==> src/rtl/alu_sequencer_pkg.sv <==
// rtl/alu_sequencer_pkg.sv - shared codes, FSM states and width defaults for the ALU command sequencer
package alu_sequencer_pkg;

  localparam int DATALEN_DEF    = 8;
  localparam int MODELEN_DEF    = 4;
  localparam int ERRORLEN_DEF   = 2;
  localparam int FIFO_DEPTH_DEF = 4;

  typedef enum logic [3:0] {
    MODE_NOCHANGE   = 4'b0000,
    MODE_NOT        = 4'b0001,
    MODE_SHIFTLEFT  = 4'b0010,
    MODE_SHIFTRIGHT = 4'b0011,
    MODE_LOAD       = 4'b0100,
    MODE_AND        = 4'b0101,
    MODE_OR         = 4'b0110,
    MODE_XOR        = 4'b0111,
    MODE_ADD        = 4'b1000,
    MODE_SUBTRACT   = 4'b1001
  } alu_mode_e;

  typedef enum logic [1:0] {
    ERR_NONE      = 2'b00,
    ERR_OVERFLOW  = 2'b01,
    ERR_UNDERFLOW = 2'b10
  } alu_err_e;

  typedef enum logic [2:0] {
    ST_IDLE  = 3'd0,
    ST_ISSUE = 3'd1,
    ST_WAIT  = 3'd2,
    ST_RESP  = 3'd3,
    ST_HALT  = 3'd4
  } seq_state_e;

endpackage

==> src/rtl/alu_sequencer_seq_cmd_fifo.sv <==
// rtl/alu_sequencer_seq_cmd_fifo.sv - synchronous command FIFO with async reset and full/empty flags
module seq_cmd_fifo
  import alu_sequencer_pkg::*;
#(
  parameter int WIDTH = 2 * DATALEN_DEF + MODELEN_DEF + 1,
  parameter int DEPTH = FIFO_DEPTH_DEF
) (
  input  logic             clk,
  input  logic             reset,
  input  logic             push,
  input  logic [WIDTH-1:0] wdata,
  input  logic             pop,
  output logic [WIDTH-1:0] rdata,
  output logic             full,
  output logic             empty
);

  localparam int AW = $clog2(DEPTH);
  localparam logic [AW:0] PTR_ONE = 1;

  // Pointers carry one extra wrap bit so full and empty are distinguishable.
  logic [AW:0]      wr_ptr_q, wr_ptr_d;
  logic [AW:0]      rd_ptr_q, rd_ptr_d;
  logic [WIDTH-1:0] mem_q [DEPTH];
  logic [WIDTH-1:0] mem_d [DEPTH];
  logic             do_push, do_pop;

  assign empty   = (wr_ptr_q == rd_ptr_q);
  assign full    = (wr_ptr_q[AW] != rd_ptr_q[AW]) && (wr_ptr_q[AW-1:0] == rd_ptr_q[AW-1:0]);
  assign do_push = push && !full;
  assign do_pop  = pop && !empty;
  assign rdata   = mem_q[rd_ptr_q[AW-1:0]];

  always_comb begin
    mem_d    = mem_q;
    wr_ptr_d = wr_ptr_q;
    rd_ptr_d = rd_ptr_q;
    if (do_push) begin
      mem_d[wr_ptr_q[AW-1:0]] = wdata;
      wr_ptr_d                = wr_ptr_q + PTR_ONE;
    end
    if (do_pop) begin
      rd_ptr_d = rd_ptr_q + PTR_ONE;
    end
  end

  always_ff @(posedge clk or posedge reset) begin
    if (reset) begin
      wr_ptr_q <= '0;
      rd_ptr_q <= '0;
      mem_q    <= '{default: '0};
    end else begin
      wr_ptr_q <= wr_ptr_d;
      rd_ptr_q <= rd_ptr_d;
      mem_q    <= mem_d;
    end
  end

endmodule

==> src/rtl/alu_sequencer.sv <==
// rtl/alu_sequencer.sv - queues ALU commands, issues them one at a time and returns captured results
module alu_sequencer
  import alu_sequencer_pkg::*;
#(
  parameter int DATALEN    = DATALEN_DEF,
  parameter int MODELEN    = MODELEN_DEF,
  parameter int ERRORLEN   = ERRORLEN_DEF,
  parameter int FIFO_DEPTH = FIFO_DEPTH_DEF
) (
  input  logic                clk,
  input  logic                reset,
  input  logic                cmd_valid,
  output logic                cmd_ready,
  input  logic [MODELEN-1:0]  cmd_mode,
  input  logic [DATALEN-1:0]  cmd_a,
  input  logic [DATALEN-1:0]  cmd_b,
  input  logic                cmd_clear,
  output logic                rsp_valid,
  input  logic                rsp_ready,
  output logic [DATALEN-1:0]  rsp_data,
  output logic [ERRORLEN-1:0] rsp_err,
  output logic [MODELEN-1:0]  alu_mode,
  output logic [DATALEN-1:0]  alu_inA,
  output logic [DATALEN-1:0]  alu_inB,
  output logic                alu_clear,
  input  logic [DATALEN-1:0]  alu_out,
  input  logic [ERRORLEN-1:0] alu_err,
  output logic                busy,
  output logic                halted,
  input  logic                err_ack
);

  localparam int CW = MODELEN + 2 * DATALEN + 1;

  seq_state_e          state_q, state_d;
  logic [MODELEN-1:0]  alu_mode_q, alu_mode_d;
  logic [DATALEN-1:0]  alu_ina_q, alu_ina_d;
  logic [DATALEN-1:0]  alu_inb_q, alu_inb_d;
  logic                alu_clear_q, alu_clear_d;
  logic [ERRORLEN-1:0] err_q, err_d;
  logic                rsp_valid_q, rsp_valid_d;
  logic [DATALEN-1:0]  rsp_data_q, rsp_data_d;
  logic [ERRORLEN-1:0] rsp_err_q, rsp_err_d;

  logic                fifo_push, fifo_pop, fifo_full, fifo_empty;
  logic [CW-1:0]       fifo_head;
  logic [MODELEN-1:0]  head_mode;
  logic [DATALEN-1:0]  head_a, head_b;
  logic                head_clear;

  assign fifo_push  = cmd_valid && cmd_ready;
  assign fifo_pop   = (state_q == ST_ISSUE);
  assign head_mode  = fifo_head[CW-1 -: MODELEN];
  assign head_a     = fifo_head[2*DATALEN -: DATALEN];
  assign head_b     = fifo_head[DATALEN -: DATALEN];
  assign head_clear = fifo_head[0];

  seq_cmd_fifo #(
    .WIDTH(CW),
    .DEPTH(FIFO_DEPTH)
  ) u_fifo (
    .clk  (clk),
    .reset(reset),
    .push (fifo_push),
    .wdata({cmd_mode, cmd_a, cmd_b, cmd_clear}),
    .pop  (fifo_pop),
    .rdata(fifo_head),
    .full (fifo_full),
    .empty(fifo_empty)
  );

  always_comb begin
    state_d     = state_q;
    err_d       = err_q;
    rsp_valid_d = rsp_valid_q;
    rsp_data_d  = rsp_data_q;
    rsp_err_d   = rsp_err_q;
    alu_mode_d  = MODELEN'(MODE_NOCHANGE);
    alu_ina_d   = '0;
    alu_inb_d   = '0;
    alu_clear_d = 1'b0;

    unique case (state_q)
      ST_IDLE: begin
        if (!fifo_empty) state_d = ST_ISSUE;
      end
      ST_ISSUE: begin
        err_d   = alu_err;
        state_d = ST_WAIT;
      end
      ST_WAIT: begin
        rsp_data_d  = alu_out;
        rsp_err_d   = err_q;
        rsp_valid_d = 1'b1;
        state_d     = ST_RESP;
      end
      ST_RESP: begin
        if (rsp_ready) begin
          rsp_valid_d = 1'b0;
          if (rsp_err_q != ERRORLEN'(ERR_NONE)) state_d = ST_HALT;
          else if (!fifo_empty)                 state_d = ST_ISSUE;
          else                                  state_d = ST_IDLE;
        end
      end
      ST_HALT: begin
        if (err_ack) begin
          rsp_err_d = ERRORLEN'(ERR_NONE);
          state_d   = ST_IDLE;
        end
      end
      default: state_d = ST_IDLE;
    endcase

    // ALU drives are registered, so load them from the head on the edge entering ISSUE.
    if (state_d == ST_ISSUE) begin
      alu_mode_d  = head_mode;
      alu_ina_d   = head_a;
      alu_inb_d   = head_b;
      alu_clear_d = head_clear;
    end
  end

  always_ff @(posedge clk or posedge reset) begin
    if (reset) begin
      state_q     <= ST_IDLE;
      err_q       <= '0;
      rsp_valid_q <= 1'b0;
      rsp_data_q  <= '0;
      rsp_err_q   <= '0;
      alu_mode_q  <= '0;
      alu_ina_q   <= '0;
      alu_inb_q   <= '0;
      alu_clear_q <= 1'b1;
    end else begin
      state_q     <= state_d;
      err_q       <= err_d;
      rsp_valid_q <= rsp_valid_d;
      rsp_data_q  <= rsp_data_d;
      rsp_err_q   <= rsp_err_d;
      alu_mode_q  <= alu_mode_d;
      alu_ina_q   <= alu_ina_d;
      alu_inb_q   <= alu_inb_d;
      alu_clear_q <= alu_clear_d;
    end
  end

  assign cmd_ready = !fifo_full;
  assign rsp_valid = rsp_valid_q;
  assign rsp_data  = rsp_data_q;
  assign rsp_err   = rsp_err_q;
  assign alu_mode  = alu_mode_q;
  assign alu_inA   = alu_ina_q;
  assign alu_inB   = alu_inb_q;
  assign alu_clear = alu_clear_q;
  assign busy      = (state_q != ST_IDLE) || !fifo_empty;
  assign halted    = (state_q == ST_HALT);

endmodule

==> config.mk <==
export PLATFORM = sky130hd
export DESIGN_NAME = alu_sequencer
export DESIGN_NICKNAME = d
export VERILOG_FILES = /design/src/rtl/alu_sequencer_pkg.sv /design/src/rtl/alu_sequencer_seq_cmd_fifo.sv /design/src/rtl/alu_sequencer.sv
export SDC_FILE = /design/constraint.sdc
export NUM_CORES = 1
export LEC_CHECK = 0
export CAP_MARGIN = 25
export CORE_ASPECT_RATIO = 0.7
export CORE_MARGIN = 5
export CORE_UTILIZATION = 45
export DETAILED_ROUTE_END_ITERATION = 10
export GPL_TIMING_DRIVEN = 0
export HOLD_SLACK_MARGIN = 0.02
export PLACE_DENSITY = 0.63
export SLEW_MARGIN = 20
export SYNTH_ARGS = -nofsm -noshare
export SYNTH_HDL_FRONTEND = slang
export SYNTH_SLANG_ARGS = --single-unit
==> constraint.sdc <==
create_clock -name clk -period 5.9 [get_ports clk]
set_input_delay 1.475 -clock clk [delete_from_list [all_inputs] [get_ports clk]]
set_output_delay 1.475 -clock clk [all_outputs]
set_load 0.01 [all_outputs]
==> summary.md, run 1 <==
| Metric | Value |
|---|---|
| Outcome | complete, no violations |
| # Max-Cap Violations | 0 |
| Clock buffer depth | 2 |
| Crit-path max FO | 9 |
| Worst-skew pair later-pin latency | 0.41 ns |
| DP Wirelength | between 7000 and 8000 µm |
| Worst min-delay path class | register to register |
| Synth Area per Inst | 16.9 µm² |
| Seq/Total Area, Yosys | 0.542 |
| Leakage | 3.16 nW |
| First-pass GRT wire length | about 20000 µm |
| # IOs | 71 |
| Final Cycle Share | 0.606 |
| Post-route cell area | 7390 µm² |
| DRC | 0 |
| CP Data Required Time | 4.43 ns |
| Vias | 3233 |
| Share of the synthesized area in the top cell type | 0.538 |
| YS warnings | 0 |
| Die Y | 105 µm |
| Seq cells post-synth | 127 |
| Main synth FF type | dfrtp_1 |
| Die X | 146 µm |
| DR pass1 iterations | 4 |
| Post-route ant nets | 0 |
| Hold bufs inserted after CTS | 0 |
| # diodes | 0 |
| Inserted Clock Buffers | 17 |
| Clock transition at path regs | 0.06 ns |
| Core area | 12600 µm² |
| Synth Cell Area | 5860 µm² |
| Fmax | about 0.28 GHz |
| Final net count | roughly 480 |
| Slew Limit Fails | 0 |
| Hold Vio Cnt, Final | 0 |
| Worst Setup Start Kind | register |
| Synth-to-layout area growth | 26.1% |
| Starting Density | 0.466 |
| Clock sinks | ~130 |
| Crit Path Class | register to primary output |
| Top post-synthesis cells by area | dfrtp_1, mux2_4, mux4_2, mux2_2, nor3b_1 |
| Initial antenna violation count | 0 |
| Post-synth cell types | 36 |
| Final Util | 0.587 |
| Row count | 34 |
| GRT Total Usage | 0.164 |
| Routed len/inst | 19.6 µm |
| Post-synth net total | just under 400 |
| Die area | ~15000 µm² |
| Post-synth EDFFs | 0 |
| Final min period | 3.58 ns |
| Worst-Margin Slew | 0.744 ns |
| Post-CTS sizing | 0 |
| Setup crit end kind | primary output |
| PortBufs | 70 |
| Synth Instances | between 300 and 400 |
| H-tree Lvls | 4 |
| Share of post-route cells with drive strength above 1 | 0.388 |
| Post-CTS setup repair buffer count | 0 |
| GRT overflow | 0 |
| Clk root buf | clkbuf_16 |
| Yosys top cell by area | dfrtp_1 |
| Final Wtd Congestion | ~0.73 |
| PwrDens | 632 nW/µm² |
| Iter 0 DRT Violations | 134 |
| RSZ-0062 raised after global routing | false |
| DR vias/cell | 5.30 |
| Final setup violation count | 0 |
| Fraction of registers with async set/reset | 1.00 |
| Max_slew headroom | 0.504 |
| Largest net degree at the start of global routing | 67 |
| Area post-placement | around 6800 µm² |
| Worst vdd ir | 0.242 mV |
| Final wirelength | 12000 µm |
| Arrival time worst endpoint | 2.10 ns |
| CTS tree | done |
| Clk_skew | about 0.0085 ns |
| Vias in the first global route | ~3600 |
layout by cell type, fill, tap and decap left out, types with 3 or more instances in the layout:
cell type | Yosys | final
clkbuf_16 | 0 | 17
clkbuf_8 | 0 | 4
clkbuf_1 | 8 | 9
mux2_2 | 17 | 17
nand2_1 | 7 | 7
ha_1 | 5 | 5
dfrtp_1 | 126 | 126
clkinvlp_4 | 0 | 4
mux2_4 | 79 | 79
buf_2 | 5 | 5
clkdlybuf4s50_1 | 0 | 70
o21ai_0 | 3 | 3
mux4_2 | 21 | 21
a31oi_4 | 4 | 4
nor3b_1 | 23 | 23
xor2_1 | 4 | 4
inv_1 | 5 | 4
buf_6 | 8 | 8
critical path: stages (launching register included):
cell             delay [ns]
dfrtp_1                0.37
buf_2                  0.23
xnor2_4                0.42
nand4_1                0.16
clkdlybuf4s50_1        0.52
where the power goes:
| part | leakage [nW] | internal [mW] | switching, mW |
|---|---|---|---|
| clock | 0.280 | 0.663 | 0.377 |
| combinational | 1.34 | 1.23 | 0.821 |
| sequential | 1.54 | 1.32 | 0.258 |
area by class of cell:
cell class | count | area, µm²
inverter | 5 | 23.8
clock buffer | 22 | 484
fill | 964 | 5200
buffer | 21 | 145
sequential | 127 | 3180
multi-input combinational | 193 | 2520
tap | 162 | 203
timing repair buffer | 71 | 728
clock inverter | 9 | 109
flip-flops by register name, indices dropped and copies added (netlist names):
name / flops
alu_clear: 1
alu_inA: 8
alu_inB: 8
alu_mode: 4
err_q: 2
rsp_data: 8
rsp_err: 2
rsp_valid: 1
state_q: 3
u_fifo.mem_q: 84
u_fifo.rd_ptr_q: 3
u_fifo.wr_ptr_q: 3
synthesized netlist by cell type, types with 4 or more instances:
library cell	number
mux2_4	79
ha_1	5
xor2_1	4
mux4_2	21
buf_2	5
a31oi_4	4
nand2_1	7
dfrtp_1	126
mux2_2	17
inv_1	5
nor3b_1	23
buf_6	8
clkbuf_1	8
final timing paths:
| check | from | endpoint | slack (ns) | depth (start not counted) |
|---|---|---|---|---|
| worst max register to register | u_fifo.rd_ptr_q[0] | alu_inA[1] | 3.82 | 5 |
| worst min-delay path | rsp_valid | rsp_valid | 0.48 | 1 |
| worst min register to register | rsp_valid | rsp_valid | 0.48 | 1 |
| worst max-delay path | u_fifo.rd_ptr_q[0] | busy | 2.32 | 4 |
| max in group asynchronous | reset | alu_clear | 3.60 | 3 |
| min in group asynchronous | reset | u_fifo.mem_q[57] | 1.52 | 2 |
per-stage QoR:
step	TNS [ns]	hold slack, ns	instances	setup slack (ns)	power, mW
after global placement	-90.83	0.464	578	-0.730	3.60
after detailed placement	0	0.465	579	2.56	3.64
after CTS	0	0.479	610	2.29	4.71
after floorplan	0	0.446	346	1.04	3.05
after global routing	0	0.504	610	2.21	4.94
final	0	0.475	610	2.32	4.67
cell families after synthesis:
logic type | share of synthesized area
AO/OA/AOI/OAI | 0.0329
XOR/XNOR | 0.0231
adder cells (fa/ha/maj) | 0.0107
buffers and inverters | 0.0280
flip-flops | 0.542
multiplexers | 0.316
AND/OR/NAND/NOR | 0.0474
metal layers:
layer | share of wire | global-route usage
met2 | 0.45 | 0.237
met3 | 0.056 | 0.0511
met4 | 0.010 | 0.0523
met5 | 0 | 0
met1 | 0.49 | 0.238
Power figures use the tool's default switching activity.
==> run 2: changes to the inputs <==
PLACE_DENSITY = 0.65   (was 0.63)
clock period = 3.2 ns   (was 5.9 ns; I/O delays follow)
==> run 2 against run 1 <==
Highest routed layer unchanged. Worst setup slack lost 2.0 ns. Sequential power up 84%. Cell count rose by 0.49%. Core utilization grew 0.17 points. Via count fell by 0.77%. Largest cell class unchanged. Largest power group unchanged. Critical path type unchanged.
==> summary.md, run 2 (synthesized netlist as in run 1, its figures left out) <==
| Metric | Value |
|---|---|
| Outcome | complete, no violations |
| Vias | 3208 (-0.77%) |
| Fmax | 0.345 GHz |
| Commonest non-fill, non-tap cell in the layout | dfrtp_1 |
| P_sw | 2.72 mW (+87%) |
| Largest net degree at the start of global routing | 35 (-48%) |
| Slew Limit Fails | 0 (unchanged) |
| # diodes | 0 (unchanged) |
| Inserted Clock Buffers | 17 (unchanged) |
| Arrival time worst endpoint | 2.10 ns (about the same) |
| CP endpoint | busy |
| Worst min-delay path class | register to register |
| DR top layer | met4 |
| Crit Path Class | register to primary output |
| Metal3 WL | 566 µm (-15%) |
| Final wirelength | 12100 µm (+1.3%) |
| Power Total | 8.59 mW (+84%) |
| Met2 WL | 5360 µm (+0.45%) |
| # Max-Cap Violations | 0 (unchanged) |
| Hold bufs inserted after CTS | 0 (unchanged) |
| Clock transition at path regs | 0.06 ns (about the same) |
| Clock power frac | 0.220 (-0.003) |
| Reg2Reg Setup Slack | 1.12 ns (-2.70 ns) |
| RSZ-0062 raised after global routing | false |
| Area post-placement | 6830 µm² (+0.46%) |
| Max reg flops | 84 (unchanged) |
| Post-CTS setup repair buffer count | 0 (unchanged) |
| Clk_skew | 0.00616 ns (-0.00237 ns) |
| Setup crit end kind | primary output |
| Leakage | 3.16 nW (+0.15%) |
| Row count | 34 (unchanged) |
| Final Wtd Congestion | 0.748 (+2.4%) |
| # IOs | 71 (unchanged) |
| Largest register by flop count | u_fifo.mem_q |
| Post-CTS sizing | 0 (unchanged) |
| Worst Setup Start Kind | register |
| Hold Vio Cnt, Final | 0 (unchanged) |
| Clock buffer depth | 2 (unchanged) |
| Setup crit start | u_fifo.rd_ptr_q[0] |
| Starting Density | 0.466 (unchanged) |
| Worst vdd ir | 0.526 mV (+120%) |
| Seq pwr share | 0.338 (about the same) |
| Final min period | a little under 3 ns |
| Reg2Reg Depth | 5 (unchanged) |
| FF-to-FF End | alu_inA[2] |
| First-pass GRT wire length | 19900 µm (-0.31%) |
| Vias in the first global route | 3503 (-3.0%) |
| Max_slew headroom | 0.497 (-0.00713) |
| Worst-Margin Slew | 0.755 ns (+0.0107 ns) |
| Die X | 146 µm (unchanged) |
| GRT overflow | 0 (unchanged) |
| Synth-to-layout area growth | 26.4% |
| Routed length on met1 | 6120 µm (+4.8%) |
| Core area | 12600 µm² (unchanged) |
| Worst-skew pair later-pin latency | 0.41 ns (about the same) |
| DR pass1 iterations | 4 (unchanged) |
| R2R Path Start | u_fifo.rd_ptr_q[0] |
| Die Y | 105 µm (unchanged) |
| CTS tree | done |
| Final setup violation count | 0 (unchanged) |
| PortBufs | 70 (unchanged) |
| H-tree Lvls | 4 (unchanged) |
| Routed len/inst | 19.8 µm (+0.77%) |
| Final net count | 479 (+0.42%) |
| Post-route cell area | 7410 µm² (+0.29%) |
| Clock sinks | 127 (unchanged) |
| Combinational power share | 0.443 (+0.003) |
| DRC | 0 (unchanged) |
| Most frequent cells in the layout | dfrtp_1, mux2_4, clkdlybuf4s50_1 |
| Crit-path max FO | 9 (unchanged) |
| CP Data Required Time | 2.40 ns (-2.03 ns) |
| GRT Total Usage | 0.165 (+0.00114) |
| DR vias/cell | 5.23 (-1.3%) |
| Int Pwr | 5.88 mW (+83%) |
| Share of post-route cells with drive strength above 1 | 0.395 (+0.00629) |
| Net Sw Frac | 0.316 (+0.00477) |
| Clk root buf | clkbuf_16 |
| PwrDens | 1160 nW/µm² (+83%) |
| Initial antenna violation count | 0 (unchanged) |
| Post-route ant nets | 0 (unchanged) |
| Final Cycle Share | 0.907 |
| Die area | 15400 µm² (unchanged) |
| Iter 0 DRT Violations | 118 (-12%) |
| DP Wirelength | 7890 µm (+1.1%) |
==> run 2: changes by cell type in the layout (fill, tap and decap cells not counted), sizes merged <==
cell | previous run | this run
buf | 14 | 16
clkbuf | 30 | 26
clkinv | 3 | 7
clkinvlp | 4 | 6
inv | 5 | 4
==> run 2: area by class of cell <==
type                       count  area, µm²
timing repair buffer          73        761
clock buffer                  18        439
clock inverter                14        144
sequential                   127       3180
fill                         972       5180
multi-input combinational    193       2520
tap                          162        203
buffer                        21        145
inverter                       5       22.5
==> run 2: power groups by stage <==
stage	logic [mW]	clock network [mW]	registers, mW
finish	3.80	1.89	2.90
detailed placement	3.83	0	2.90
CTS	3.85	1.93	2.91
floorplan	2.73	0	2.89
global placement	3.76	0	2.88
global route	4.06	2.01	3.00
==> run 2: metal layers <==
metal / track usage / vias up
met5: 0 / -
met4: 0.0362 / 0
met3: 0.0566 / 9
met2: 0.240 / 63
met1: 0.242 / 1682
li1: - / 1454
==> run 2: metrics by stage <==
step | hold slack [ns] | std cells | util | setup TNS (ns) | worst slack (ns)
finish | 0.480 | 613 | 0.589 | 0 | 0.298
detailed placement | 0.475 | 581 | 0.542 | 0 | 0.495
global placement | 0.474 | 578 | 0.538 | -37.84 | -0.308
CTS | 0.487 | 613 | 0.589 | 0 | 0.257
floorplan | 0.446 | 346 | - | 0 | 0.834
global route | 0.517 | 613 | 0.589 | 0 | 0.197
==> run 2: worst min-delay path by stage <==
stage | from | to | slack [ns] | cells after the start
after detailed placement | err_q[1] | rsp_err[1] | 0.48 | 2
after global placement | err_q[1] | rsp_err[1] | 0.47 | 2
after floorplan | err_q[0] | rsp_err[0] | 0.45 | 2
after global routing | u_fifo.mem_q[26] | u_fifo.mem_q[26] | 0.52 | 1
final | rsp_valid | rsp_valid | 0.48 | 1
after CTS | rsp_valid | rsp_valid | 0.49 | 1
==> run 2: worst max-delay path: stages (launching register included) <==
cell and delay (ns):
dfrtp_1 0.38, buf_2 0.22, xnor2_4 0.41, nand4_1 0.15, clkdlybuf4s50_1 0.52
